==> src/rtl/cpu_pkg.sv <==
// Shared CPU datapath definitions: control word bit positions and MBR controller states.
package cpu_pkg;

  localparam int CS_MBR_RD      = 0;
  localparam int CS_MBR_WR      = 1;
  localparam int CS_MBR_LD_ACC  = 2;
  localparam int CS_MBR_CLR_ERR = 3;

  typedef enum logic [1:0] {
    IDLE  = 2'd0,
    READ  = 2'd1,
    WRITE = 2'd2,
    DONE  = 2'd3
  } mbr_state_t;

  // True while a memory access is outstanding.
  function automatic logic mbr_is_busy(mbr_state_t s);
    return (s == READ) || (s == WRITE);
  endfunction

endpackage

==> src/rtl/mbr_watchdog.sv <==
// Clearable wait-state counter that flags the final cycle of an unanswered memory access.
module mbr_watchdog #(
  parameter int TIMEOUT = 15
) (
  input  logic clk,
  input  logic rst,
  input  logic clear_i,
  input  logic count_i,
  output logic expire_o
);

  localparam int TW = $clog2(TIMEOUT + 1);
  localparam logic [TW-1:0] LAST = TW'(TIMEOUT - 1);

  logic [TW-1:0] timer_q;
  logic [TW-1:0] timer_d;

  // Expiry is only meaningful while still waiting: a ready in the last cycle wins.
  assign expire_o = count_i && (timer_q == LAST);

  // Next count: zero outside an access, otherwise one more per unanswered cycle.
  always_comb begin
    timer_d = timer_q;
    if (clear_i) begin
      timer_d = '0;
    end else if (count_i && !expire_o) begin
      timer_d = timer_q + 1'b1;
    end
  end

  // Counter register.
  always_ff @(posedge clk or posedge rst) begin
    if (rst) begin
      timer_q <= '0;
    end else begin
      timer_q <= timer_d;
    end
  end

endmodule

==> src/rtl/mbr_ctrl.sv <==
// Memory buffer register with its memory handshake controller and timeout watchdog.
module mbr_ctrl
  import cpu_pkg::*;
#(
  parameter int DW      = 16,
  parameter int AW      = 8,
  parameter int TIMEOUT = 15
) (
  input  logic          clk,
  input  logic          rst,
  input  logic [31:0]   control_signal,
  input  logic [AW-1:0] MARtoMBR,
  input  logic [DW-1:0] ACCtoMBR,
  input  logic [DW-1:0] mem_rdata,
  input  logic          mem_ready,
  output logic          mem_en,
  output logic          mem_we,
  output logic [AW-1:0] mem_addr,
  output logic [DW-1:0] mem_wdata,
  output logic [DW-1:0] MBRtoBR,
  output logic [7:0]    MBRtoIR,
  output logic          busy,
  output logic          done,
  output logic          err
);

  mbr_state_t    state_q, state_d;
  logic [DW-1:0] mbr_q, mbr_d;
  logic [AW-1:0] addr_q, addr_d;
  logic          err_q, err_d;
  logic          inAccess;
  logic          expire;
  logic          unused_cs;

  // Only the low four control bits belong to this block.
  assign unused_cs = ^control_signal[31:4];

  assign inAccess = mbr_is_busy(state_q);

  mbr_watchdog #(
    .TIMEOUT (TIMEOUT)
  ) u_watchdog (
    .clk      (clk),
    .rst      (rst),
    .clear_i  (!inAccess),
    .count_i  (inAccess && !mem_ready),
    .expire_o (expire)
  );

  // Next-state logic: command decode in IDLE, handshake completion or timeout in an access.
  always_comb begin
    state_d = state_q;
    mbr_d   = mbr_q;
    addr_d  = addr_q;
    err_d   = err_q;

    if (control_signal[CS_MBR_CLR_ERR]) begin
      err_d = 1'b0;
    end
    if (expire) begin
      err_d = 1'b1;
    end

    case (state_q)
      IDLE: begin
        if (control_signal[CS_MBR_RD]) begin
          addr_d  = MARtoMBR;
          state_d = READ;
        end else if (control_signal[CS_MBR_WR]) begin
          addr_d  = MARtoMBR;
          if (control_signal[CS_MBR_LD_ACC]) begin
            mbr_d = ACCtoMBR;
          end
          state_d = WRITE;
        end else if (control_signal[CS_MBR_LD_ACC]) begin
          mbr_d = ACCtoMBR;
        end
      end
      READ: begin
        if (mem_ready) begin
          mbr_d   = mem_rdata;
          state_d = DONE;
        end else if (expire) begin
          state_d = DONE;
        end
      end
      WRITE: begin
        if (mem_ready || expire) begin
          state_d = DONE;
        end
      end
      DONE: begin
        state_d = IDLE;
      end
      default: begin
        state_d = IDLE;
      end
    endcase
  end

  // State, buffer, address and error registers.
  always_ff @(posedge clk or posedge rst) begin
    if (rst) begin
      state_q <= IDLE;
      mbr_q   <= '0;
      addr_q  <= '0;
      err_q   <= 1'b0;
    end else begin
      state_q <= state_d;
      mbr_q   <= mbr_d;
      addr_q  <= addr_d;
      err_q   <= err_d;
    end
  end

  assign mem_en    = inAccess;
  assign mem_we    = (state_q == WRITE);
  assign mem_addr  = addr_q;
  assign mem_wdata = mbr_q;
  assign MBRtoBR   = mbr_q;
  assign MBRtoIR   = mbr_q[DW-1:DW-8];
  assign busy      = inAccess;
  assign done      = (state_q == DONE);
  assign err       = err_q;

endmodule

==> config.mk <==
export PLATFORM = sky130hd
export DESIGN_NAME = mbr_ctrl
export DESIGN_NICKNAME = d
export VERILOG_FILES = /design/src/rtl/cpu_pkg.sv /design/src/rtl/mbr_watchdog.sv /design/src/rtl/mbr_ctrl.sv
export SDC_FILE = /design/constraint.sdc
export NUM_CORES = 1
export LEC_CHECK = 0
export ABC_AREA = 1
export CAP_MARGIN = 20
export CORE_ASPECT_RATIO = 1.5
export CORE_UTILIZATION = 55
export DETAILED_ROUTE_END_ITERATION = 8
export DONT_BUFFER_PORTS = 1
export GPL_TIMING_DRIVEN = 0
export PLACE_DENSITY = 0.77
export SLEW_MARGIN = 20
export SYNTH_ARGS = -nofsm -noshare
export SYNTH_HDL_FRONTEND = slang
export SYNTH_SLANG_ARGS = --single-unit
==> constraint.sdc <==
create_clock -name clk -period 4.1 [get_ports clk]
set_input_delay 0.41 -clock clk [delete_from_list [all_inputs] [get_ports clk]]
set_output_delay 0.41 -clock clk [all_outputs]
set_load 0.005 [all_outputs]
**After elaboration in Yosys (flattened, before gate mapping)**

Cells that the tools add are included.
W data, S select, Z words.

- Flip-flop bits (word level): 31
- Output and inout port bits: 53
- Word-level logic and storage cells: 47

- $add $sub $neg: 1
- Equality and inequality tests: 11
- Muxes and demuxes: 16
- Reductions and logical operators: 14

Operator list:

| operator | count |
|---|---|
| $mux W16 | 3 |
| $pmux W16 S2 | 1 |
| $mux W8 | 2 |
| $mux W2 | 5 |
| $mux W4 | 2 |
| $pmux W2 S4 | 1 |
| $ne A2 B2 Y1 const B | 3 |
| $ne A3 B3 Y1 const B | 2 |
| $reduce_bool A2 Y1 | 3 |
| $add A4 B1 Y4 const B | 1 |
| $eq A2 B2 Y1 const B | 2 |
| $eq A4 B4 Y1 const B | 1 |
| $ne A2 B1 Y1 const B | 2 |
| $reduce_and A4 Y1 | 1 |
| $logic_and A1 B1 Y1 | 3 |
| $reduce_and A3 Y1 | 1 |
| $eq A2 B1 Y1 const B | 1 |
| $logic_not A1 Y1 | 2 |
| $logic_not A2 Y1 | 1 |
| $logic_or A1 B1 Y1 | 2 |
| $mux W1 | 2 |
| $reduce_and A2 Y1 | 1 |

**Depth between registers and ports, before layout**

Gate-level depths: netlist of the first run.

- Depth after elaboration: 8
- Gate-level depth with buffers: 9
- Mapped depth without buffers: 8

**By module**

A second synthesis of the first run with hierarchy kept.

- Cells, all modules: 251
- Area total of the unflattened synthesis: 1898.1 sq um

By module, submodules not included:

| module | times used | cells an instance | area an instance (sq um) | seq. area each (sq um) |
|---|---|---|---|---|
| mbr_ctrl | 1 | 218 | 1644.1 | 675.6 |
| mbr_watchdog | 1 | 33 | 254.0 | 100.1 |

**Worst setup path before layout of the first run**

OpenSTA, ideal clock, no wires.

- Path kind: register to register
- Start: register state_q[0]
- End: register state_q[0]
- Setup time: 0.117 ns
- Arrival: 1.292 ns
- Data required time: 3.983 ns
- Slack: 2.691 ns
- Cell stages (with the launch flop): 8
- Buffers on the path: 0
- Period minus slack after synthesis: 1.409 ns
- Path through: dfrtp_1 inv_1 ha_1 nand2_1 o21ai_1 nand2_1 nand2_1 nand2_1

- Word-level cells in the longest chain between the ends: 7
- Elaborated cells between the ends (all ways): 13
- Those cells by class: eq/ne (6); mux (1); reduce/logical (6)

RTL lines:

| element | line | source |
|---|---|---|
| from (decl) | mbr_ctrl.sv:27 | `mbr_state_t state_q, state_d;` |
| from (signal assigned) | mbr_ctrl.sv:109 | `state_q <= state_d;` |
| $eq A2 B1 Y1 or $eq A2 B2 Y1 (tied branches) | cpu_pkg.sv:18 | `return (s == READ) \|\| (s == WRITE);` |
| $logic_or A1 B1 Y1 * | cpu_pkg.sv:18 |  |
| net busy | mbr_ctrl.sv:22 | `output logic busy,` |
| $logic_and A1 B1 Y1 * | mbr_ctrl.sv:46 | `.count_i (inAccess && !mem_ready),` |
| $logic_and A1 B1 Y1 * | mbr_watchdog.sv:19 | `assign expire_o = count_i && (timer_q == LAST);` |
| $logic_or A1 B1 Y1 | mbr_ctrl.sv:88 | `if (mem_ready \|\| expire) begin` |
| $ne A2 B1 Y1 (no line) | n/a |  |
| $reduce_and A3 Y1 (no line) * | n/a |  |

The timed path passes the listed nets; every way through them passes the cells marked *.
A chain may end at the register's enable or synchronous reset.

**Final worst setup path of the first run**

- Start: register state_q[0]
- End: output mem_en

- Word-level cells in the longest chain between the ends: 2
- Elaborated cells between the ends (all ways): 3
- Those cells by class: eq/ne (2); reduce/logical (1)

RTL lines:

| element | line | source |
|---|---|---|
| $eq A2 B1 Y1 or $eq A2 B2 Y1 (tied branches) | cpu_pkg.sv:18 |  |
| $logic_or A1 B1 Y1 * | cpu_pkg.sv:18 |  |
| to (decl) | mbr_ctrl.sv:16 | `output logic mem_en,` |

Every way passes the cells marked *; elsewhere a longest branch is shown, timed or not.

==> run summary, run 1 <==
- **vias in the first global route** 1273
- **number of max-cap violations** 0
- **Required @ worst endpoint** 3690 ps
- **TNS Setup** 0 ps
- **final worst hold slack** 91.57 ps
- **wire length of the first global-routing pass** 5485 um
- **mean number of vias per cell** 5.221
- **combined area of all synthesized cells** 1784 um2
- **measured slew at the worst slew-check pin** 650.0 ps
- **met1 wire length** 1286 um
- **Clock Power Share** 15.5%
- **total count of hold-check failures in the final report** 0
- **share of flip-flops with an asynchronous set or reset** 100.0%
- **net count of the finished layout** 293
- **worst slew slack as a fraction of its limit** 56.61%
- **Detail Route met2 WL** 1763 um
- **H-tree Lvls** 2
- **power density of the placed cells** 870.0 nW/um2
- **routed vias** 1321
- **Critical Path Source** state_q[0]
- **Met3 Routed Length** 305 um
- **synthesized area per cell** 8.703 um2
- **Vert. Die Dim** 71.76 um
- **cell-internal power** 1.005 mW
- **die outline area** 3480 um2
- **number of cell rows** 25
- **final max-slew violation count** 0
- **area share of the largest cell type after synthesis** 43.48%
- **maximum number of buffers from clock root to sink** 2
- **Post-DP HPWL** 2513 um
- **remaining number of nets flagged by the antenna check after routing** 0
- **Tcrit/Tclk final** 43.22%
- **Peak Freq** 564.3 MHz
- **Iter 0 DRT Violations** 24
- **Worst Path Max Fanout** 8
- **result of the run** complete, no violations
- **ratio of cells with drive above 1 in the final layout** 32.39%
- **num ports** 128
- **number of iterations in the first detailed-routing pass** 6
- **post-synth net total** 286
- **cell with the most instances after synthesis** nand2_1
- **startpoint class of the critical path** register
- **sequential element share of the synthesized area** 43.48%
- **Mapped Cells** 205
- **switching power summed over all nets** 0.6782 mW
- **quantity of hold-fixing buffers added after cts** 0
- **initial core utilization** 57.04%
- **largest net degree at the start of global routing** 32
- **core area** 3128 um2
- **maximum VDD drop** 0.0005502 V
- **type of the worst setup path** reg2out
- **type of the worst min-delay path** in2async
- **number of synthesized flops with an enable pin** 0
- **relative contribution of sequential cells to total power** 34.6%
- **worst setup slack for register-to-register paths** 2500 ps
- **routed wire length** 3401 um
- **final count of negative-setup-slack endpoints** 0
- **area added between synthesis and finish** 8.415%
- **Avg WL per Cell** 13.44 um
- **endpoint type of the worst setup path** output pin
- **total number of clock tree sinks** 31
- **count of cell types in the netlist** 18
- **Worst Path Arrival** 1360 ps
- **leakage power** 0.9856 nW
- **number of synthesized register bits** 31
- **die boundary width** 48.51 um
- **Highest Signal Layer** met4
- **Reg clk slew, reported paths** 60 ps
- **minimum clock period** 1772 ps
- **buffers inserted during post-CTS setup optimization** 0
- **flip-flop cell with the highest count after synthesis** dfrtp_1
- **RSZ-0062 raised after global routing** false
- **clock buffers created by TritonCTS** 5
- **Synth area leaders** dfrtp_1 (43%), buf_4 (11%), o21ai_0 (8.1%)
- **sw frac** 40.30%
- **detailed-route DRC error count** 0
- **GRT Util Overall** 20.82%
- **later-pin clock latency in the skew report** 280 ps
- **library cell with the largest summed area after synthesis** dfrtp_1
- **weighted congestion at the end of routability-driven global placement** 0.7108
- **CTS Root Buffer Type** clkbuf_8
- **initial antenna violation count** 0
- **Worst R2R Start** state_q[0]
- **Post-CTS Resized** 0
- **count of synthesis-stage warnings from yosys** 0
- **part of the power in combinational logic** 49.9%
- **CTS tree** yes
- **most used standard cells in the synthesized netlist** nand2_1 (38), dfrtp_1 (31), o21ai_0 (29)
- **IO Port Bufs** 0
- **global route overflow** 0
- **antenna fix cells** 0
- **clock skew** 3.582 ps
==> power by group through the flow <==
stage / registers [mW] / clock network (mW) / logic [mW]
after floorplan: 0.558 / 0 / 0.729
after global placement: 0.585 / 0 / 0.834
after detailed placement: 0.588 / 0 / 0.858
after CTS: 0.585 / 0.267 / 0.858
after global routing: 0.605 / 0.280 / 0.948
final: 0.582 / 0.261 / 0.840
==> flip-flops by register name, indices dropped and copies added, names as in the netlist <==
signal              cells
MBRtoBR                16
err                     1
mem_addr                8
state_q                 2
u_watchdog.timer_q      4
==> per-stage QoR <==
step | utilization (%) | instance area (um2) | power [mW] | std cells | setup WS (ps)
global placement | 58.64 | 1834 | 1.418 | 245 | 2487
floorplan | - | 1784 | 1.287 | 205 | 2691
detailed placement | 58.64 | 1834 | 1.446 | 245 | 2510
CTS | 61.84 | 1934 | 1.710 | 253 | 2304
finish | 61.84 | 1934 | 1.683 | 253 | 2328
global route | 61.84 | 1934 | 1.834 | 253 | 2207
==> cell families (layout without fill, tap and decap cells) <==
family,after synthesis,count (layout),share of synthesized area [%]
buffers and inverters,51,59,18.16
and+or+nand+nor,66,66,16.83
DFF,31,31,43.48
xor gates and xnor gates,2,2,0.9819
AOI/OAI and AO/OA,49,49,16.34
adders and majority gates,6,6,4.207
==> final cells by class <==
cell class                 instances  area (um2)
buffer                            32       252.7
clock buffer                       8       100.1
fill                             301        1194
inverter                          19       71.32
multi-input combinational        123       684.4
sequential                        31       775.7
tap                               40       50.05
==> placed cells by master (no fill, tap or decap), types with 7 or more instances in the layout <==
cell type,synthesis,final
o21ai_2,12,12
dfrtp_1,31,31
inv_1,18,17
or2_2,16,16
nand3_1,8,8
buf_4,25,25
clkbuf_8,0,7
o21ai_1,7,7
o21ai_0,29,29
nand2_1,38,38
==> layer usage <==
layer,vias up,global-route usage (%)
li1,646,-
met1,599,20.89
met2,71,38.34
met3,5,8.280
met4,0,7.843
met5,-,0
==> final timing paths <==
path | end | cells past startpoint
max in group asynchronous | MBRtoBR[12] | 1
max reg2reg | state_q[0] | 7
min | mem_addr[0] | 1
max | mem_en | 3
min reg2reg | mem_addr[0] | 2
min in group clk | err | 1
==> worst max-delay path: stages, from the launching register on <==
cell and delay [ps]:
dfrtp_1 390, inv_1 80, ha_1 440, buf_4 170
(Power assumes the default switching activity.)
==> run 2: changes to the inputs <==
clock period = 1.7 ns   (was 4.1 ns; I/O delays follow)
==> run summary, run 2 (synthesized netlist as in run 1, its figures left out) <==
- **Iter 0 DRT Violations** 23, -4.2%
- **leakage power** 0.9944 nW, +0.90%
- **clock buffers created by TritonCTS** 5, unchanged
- **Vert. Die Dim** 71.76 um, unchanged
- **endpoint type of the worst setup path** register
- **commonest non-fill, non-tap cells in the layout** nand2_1 (38), dfrtp_1 (31), o21ai_0 (29)
- **Placed Instance Area** 1834 um2, unchanged
- **routed wire length** 3420 um, +0.56%
- **overall power consumption** 4.118 mW, +140%
- **net count of the finished layout** 295, +0.68%
- **area occupied by multi-input gates** 696.9 um2, +1.8%
- **clock skew** 5.075 ps, +1.493 ps
- **detailed-route DRC error count** 0, unchanged
- **routed vias** 1330, +0.68%
- **worst slew slack as a fraction of its limit** 56.59%, about the same
- **maximum VDD drop** 0.001324 V, +140%
- **Required @ worst endpoint** 1860 ps, -1830 ps
- **number of max-cap violations** 0, unchanged
- **worst setup slack for register-to-register paths** 120 ps, -2380 ps
- **mean number of vias per cell** 5.216, -0.11%
- **measured slew at the worst slew-check pin** 650.2 ps, +0.2746 ps
- **result of the run** complete, no violations
- **wire length of the first global-routing pass** 5485 um, unchanged
- **H-tree Lvls** 2, unchanged
- **initial antenna violation count** 0, unchanged
- **Post-DP HPWL** 2513 um, unchanged
- **TNS Setup** 0 ps, unchanged
- **ratio of cells with drive above 1 in the final layout** 32.56%, +0.16 points
- **number of cell rows** 25, unchanged
- **Reg clk slew, reported paths** 60 ps, about the same
- **Peak Freq** 631.7 MHz
- **global route overflow** 0, unchanged
- **RSZ-0062 raised after global routing** false
- **IO Port Bufs** 0, unchanged
- **initial core utilization** 57.04%, unchanged
- **core area** 3128 um2, unchanged
- **power density of the placed cells** 2094 nW/um2, +140%
- **post-route core utilization** 62.88%, +1.0 points
- **finished layout cell area** 1967 um2, +1.7%
- **die boundary width** 48.51 um, unchanged
- **final count of negative-setup-slack endpoints** 0, unchanged
- **largest net degree at the start of global routing** 32, unchanged
- **type of the worst min-delay path** in2reg
- **max reg flops** 16, unchanged
- **GRT Util Overall** 20.82%, unchanged
- **maximum number of buffers from clock root to sink** 2, unchanged
- **Worst Path Max Fanout** 10, +2
- **Tcrit/Tclk final** 93.12%
- **area added between synthesis and finish** 10.24%
- **startpoint class of the critical path** register
- **num ports** 128, unchanged
- **CTS tree** yes
- **Avg WL per Cell** 13.41 um, -0.23%
- **number of iterations in the first detailed-routing pass** 6, unchanged
- **CTS Root Buffer Type** clkbuf_8
- **later-pin clock latency in the skew report** 280 ps, about the same
- **Seq. cell area** 775.7 um2, unchanged
- **die outline area** 3480 um2, unchanged
- **final max-slew violation count** 0, unchanged
- **vias in the first global route** 1273, unchanged
- **FILL cells** 299, -0.66%
- **type of the worst setup path** reg2reg
- **remaining number of nets flagged by the antenna check after routing** 0, unchanged
- **buffers inserted during post-CTS setup optimization** 0, unchanged
- **antenna fix cells** 0, unchanged
- **total number of clock tree sinks** 31, unchanged
- **weighted congestion at the end of routability-driven global placement** 0.7108, unchanged
- **total count of hold-check failures in the final report** 0, unchanged
- **Worst Path Arrival** 1740 ps, +380 ps
- **minimum clock period** 1583 ps
- **leading cell type in the layout, fill and taps excluded** nand2_1
## run 2: cell count changes in the layout (fill, tap and decap cells not counted), sizes merged
cell	change
dlygate4sd3	+2
## run 2: final cells by class
type	count	share of cell area, %
sequential	31	39.44
tap	40	2.545
clock buffer	8	5.089
buffer	32	12.85
timing repair buffer	2	1.018
multi-input combinational	123	35.43
inverter	19	3.626
## run 2: final timing paths
check | endpoint | start | cells after the start
worst min register to register | mem_addr[0] | mem_addr[0] | 2
worst min-delay path | mem_addr[0] | MARtoMBR[0] | 2
min in group asynchronous | mem_addr[0] | rst | 2
worst max register to register | MBRtoBR[6] | state_q[1] | 7
worst max-delay path | MBRtoBR[6] | state_q[1] | 7
max in group asynchronous | MBRtoBR[12] | rst | 2
## run 2: worst max-delay path, cell delays in order, from the launching register on
cell     delay (ps)
dfrtp_1         410
inv_1           120
ha_1            190
buf_6           150
inv_2            80
buf_2           180
o21ai_0         250
o21ai_2          90
## run 2: power by group
part | internal, mW | switching, mW
combinational | 1.02 | 1.07
clock | 0.369 | 0.260
sequential | 1.08 | 0.324
total | 2.47 | 1.65
## run 2: what timing repair did
item,in CTS,in global routing
gates resized for setup,0,2
endpoints found under the hold margin,32,0
hold buffers,2,0
endpoints found under the setup margin,0,6
## run 2: through the flow
stage          hold slack, ps  setup WS (ps)  instances
6_report                27.44          116.9        255
2_1_floorplan           273.5          291.0        205
4_1_cts                 21.27          94.50        255
5_1_grt                 32.08          11.73        255
3_5_place_dp            177.8          110.2        245
3_3_place_gp            280.2          87.17        245
## run 2: per-layer routing
layer	up-vias	GRT usage, %	wire [um]	share of wire, %
met3	2	8.280	298	8.7
met5	-	0	0	0
met1	604	20.89	1302	38
met2	75	38.34	1799	53
met4	0	7.843	21	0.61
li1	649	-	-	-
==> run 3: changes to the inputs <==
ABC_AREA = default   (was 1)
==> run summary, run 3 <==
- **remaining number of nets flagged by the antenna check after routing** 0, unchanged
- **DP Worst Slack** -177.3 ps, -287.6 ps
- **maximum VDD drop** 0.001288 V, -2.7%
- **post-synth net total** 221, -23%
- **Critical Path Source** state_q[0]
- **Crit Reg-Reg Endpoint** MBRtoBR[5]
- **busiest grt layer** met2
- **finished layout cell area** 2091 um2, +6.3%
- **maximum number of buffers from clock root to sink** 2, unchanged
- **minimum clock period** 1700 ps, +117.2 ps
- **vias in the first global route** 1104, -13%
- **weighted congestion at the end of routability-driven global placement** 0.7782, +9.5%
- **number of synthesized flops with an enable pin** 0, unchanged
- **synthesized area per cell** 12.80 um2, +47%
- **number of cell rows** 25, unchanged
- **mean number of vias per cell** 5.561, +6.6%
- **wire length of the first global-routing pass** 5209 um, -5.0%
- **met2 track utilization from global routing** 35.96%, -2.4 points
- **RSZ-0062 raised after global routing** true
- **count of cell types in the netlist** 30, +12
- **Required @ worst endpoint** 1870 ps, about the same
- **routed vias** 1101, -17%
- **detailed-route DRC error count** 0, unchanged
- **number of synthesized register bits** 31, unchanged
- **area share of the largest cell type after synthesis** 43.30%, -0.18 points
- **leakage power** 0.9507 nW, -4.4%
- **worst setup slack for register-to-register paths** -0.3 ps, -120 ps
- **num ports** 128, unchanged
- **total number of clock tree sinks** 31, unchanged
- **number of iterations in the first detailed-routing pass** 5, -1
- **Worst Path Max Fanout** 5, -5
- **Post-DP HPWL** 2492 um, -0.82%
- **die outline area** 3495 um2, +0.41%
- **final max-slew violation count** 0, unchanged
- **combined area of all synthesized cells** 1792 um2, +0.42%
- **net count of the finished layout** 238, -19%
- **Avg WL per Cell** 17.35 um, +29%
- **Mapped Cells** 140, -32%
- **IO Port Bufs** 0, unchanged
- **clock skew** 2.374 ps, -2.701 ps
- **Synth area leaders** dfrtp_1 (43%), mux2_2 (19%), buf_4 (10%)
- **measured slew at the worst slew-check pin** 642.8 ps, -7.437 ps
- **startpoint class of the critical path** register
- **type of the worst setup path** reg2reg
- **type of the worst min-delay path** in2reg
- **die boundary width** 48.60 um, +0.20%
- **Worst R2R Start** state_q[0]
- **final count of negative-setup-slack endpoints** 1, +1
- **count of synthesis-stage warnings from yosys** 0, unchanged
- **CTS Root Buffer Type** clkbuf_8
- **worst slew slack as a fraction of its limit** 57.08%, +0.50 points
- **Vert. Die Dim** 71.91 um, +0.21%
- **H-tree Lvls** 2, unchanged
- **most used standard cells in the synthesized netlist** dfrtp_1 (31), mux2_2 (30), buf_4 (25)
- **power density of the placed cells** 2179 nW/um2, +4.1%
- **Tcrit/Tclk final** 100.0%, +6.9 points
- **initial antenna violation count** 0, unchanged
- **leading cell type in the layout, fill and taps excluded** buf_4
- **min setup slack post-route** -0.3408 ps, -117.2 ps
- **number of max-cap violations** 0, unchanged
- **core area** 3128 um2, unchanged
- **max reg flops** 16, unchanged
- **endpoint type of the worst setup path** register
- **sequential element share of the synthesized area** 43.30%, -0.18 points
- **flip-flop cell with the highest count after synthesis** dfrtp_1
- **result of the run** finished with violations
- **total count of hold-check failures in the final report** 0, unchanged
- **area added between synthesis and finish** 16.69%
- **r2r worst-path depth** 5, -2
- **cell with the most instances after synthesis** dfrtp_1
- **global route overflow** 0, unchanged
- **met3 GRT Util** 6.918%, -1.4 points
- **FILL cells** 243, -19%
- **clock buffers created by TritonCTS** 5, unchanged
- **end point of the worst hold path** mem_addr[7]
- **initial core utilization** 57.28%, +0.24 points
- **failing checks** setup timing
- **commonest non-fill, non-tap cells in the layout** buf_4 (32), dfrtp_1 (30), mux2_2 (25)
- **Worst Path Arrival** 1870 ps, +130 ps
- **routed wire length** 3436 um, +0.47%
- **ratio of cells with drive above 1 in the final layout** 58.86%, +26 points
- **GRT Util Overall** 20.05%, -0.76 points
- **hold path startpoint** MARtoMBR[7]
- **Placed Instance Area** 1847 um2, +0.68%
- **library cell with the largest summed area after synthesis** dfrtp_1
- **Iter 0 DRT Violations** 16, -30%
- **Reg clk slew, reported paths** 60 ps, about the same
- **antenna fix cells** 0, unchanged
- **share of flip-flops with an asynchronous set or reset** 100.0%, unchanged
- **CTS tree** yes
- **worst hold path cell count** 1, -1
- **largest net degree at the start of global routing** 32, unchanged
- **GRT met1 Usage** 20.36%, -0.53 points
- **later-pin clock latency in the skew report** 280 ps, about the same
- **Peak Freq** 588.1 MHz, -6.9%
-- run 3: cell count changes in the layout (fill, tap and decap cells not counted), sizes merged, moves of 2 or more --
cell    change
o21ai      -45
a211oi      +2
clkinv      +3
a31oi       +2
nand3       -7
nand2b      +2
mux2       +40
buf         +3
clkbuf      -3
or2        -15
nand2      -39
inv        -11
-- run 3: worst max-delay path by stage --
stage               slack (ps)          end
floorplan                    7  MBRtoBR[10]
global placement          -110   MBRtoBR[7]
detailed placement        -180   MBRtoBR[7]
CTS                         -6   MBRtoBR[7]
global route               -40   MBRtoBR[5]
finish                    -0.3   MBRtoBR[5]
-- run 3: routing by layer --
layer,wire (um),vias up,share of wire (%)
li1,-,501,-
met1,1169,530,34
met4,68,0,2.0
met2,1969,61,57
met3,229,9,6.7
met5,0,-,0
-- run 3: cell families after synthesis --
kind of cell | count (synthesis) | synth area share (%)
compound gates | 12 | 5.447
fa+ha+maj | 6 | 4.190
flops | 31 | 43.30
mux | 41 | 28.00
xor+xnor | 1 | 0.4889
buf+inv | 36 | 14.18
simple gates | 13 | 4.400
-- run 3: stage by stage --
stage / power [mW] / instances / hold slack, ps / util (%) / setup TNS, ps
after global routing: 4.831 / 198 / 21.46 / 66.84 / -210.2
final: 4.556 / 198 / 37.02 / 66.84 / -0.3408
after global placement: 3.496 / 180 / 264.3 / 59.04 / -1111
after floorplan: 3.263 / 140 / 261.7 / - / 0
after CTS: 4.389 / 196 / 26.77 / 64.80 / -25.83
after detailed placement: 3.608 / 180 / 186.7 / 59.04 / -2165
-- run 3: worst max-delay path, cell delays in order, from the launching register on --
cell and delay [ps]:
dfrtp_1 430, ha_4 200, mux2i_4 190, a21oi_4 260
clkbuf_16 220, mux2_4 290
-- run 3: area by class of cell --
class | instances | area [um2] | share of cell area, %
Inverter | 8 | 30.03 | 1.436
Clock buffer | 5 | 68.82 | 3.291
Multi-Input combinational cell | 73 | 814.5 | 38.96
Clock inverter | 3 | 15.01 | 0.7181
Sequential cell | 31 | 777.0 | 37.16
Tap cell | 40 | 50.05 | 2.394
Timing Repair Buffer | 12 | 127.6 | 6.104
Buffer | 26 | 207.7 | 9.934
-- run 3: where the power goes --
| group | switching [mW] | internal [mW] |
|---|---|---|
| clock network | 0.268 | 0.279 |
| registers | 0.352 | 1.10 |
| logic | 0.912 | 1.64 |
-- run 3: repair_timing --
action,CTS,global route
setup buffers,5,3
endpoints found under the hold margin,32,0
gates resized for setup,4,9
setup endpoints to repair,18,17
cloned,0,1
hold buffers,3,0
pin swaps,0,2
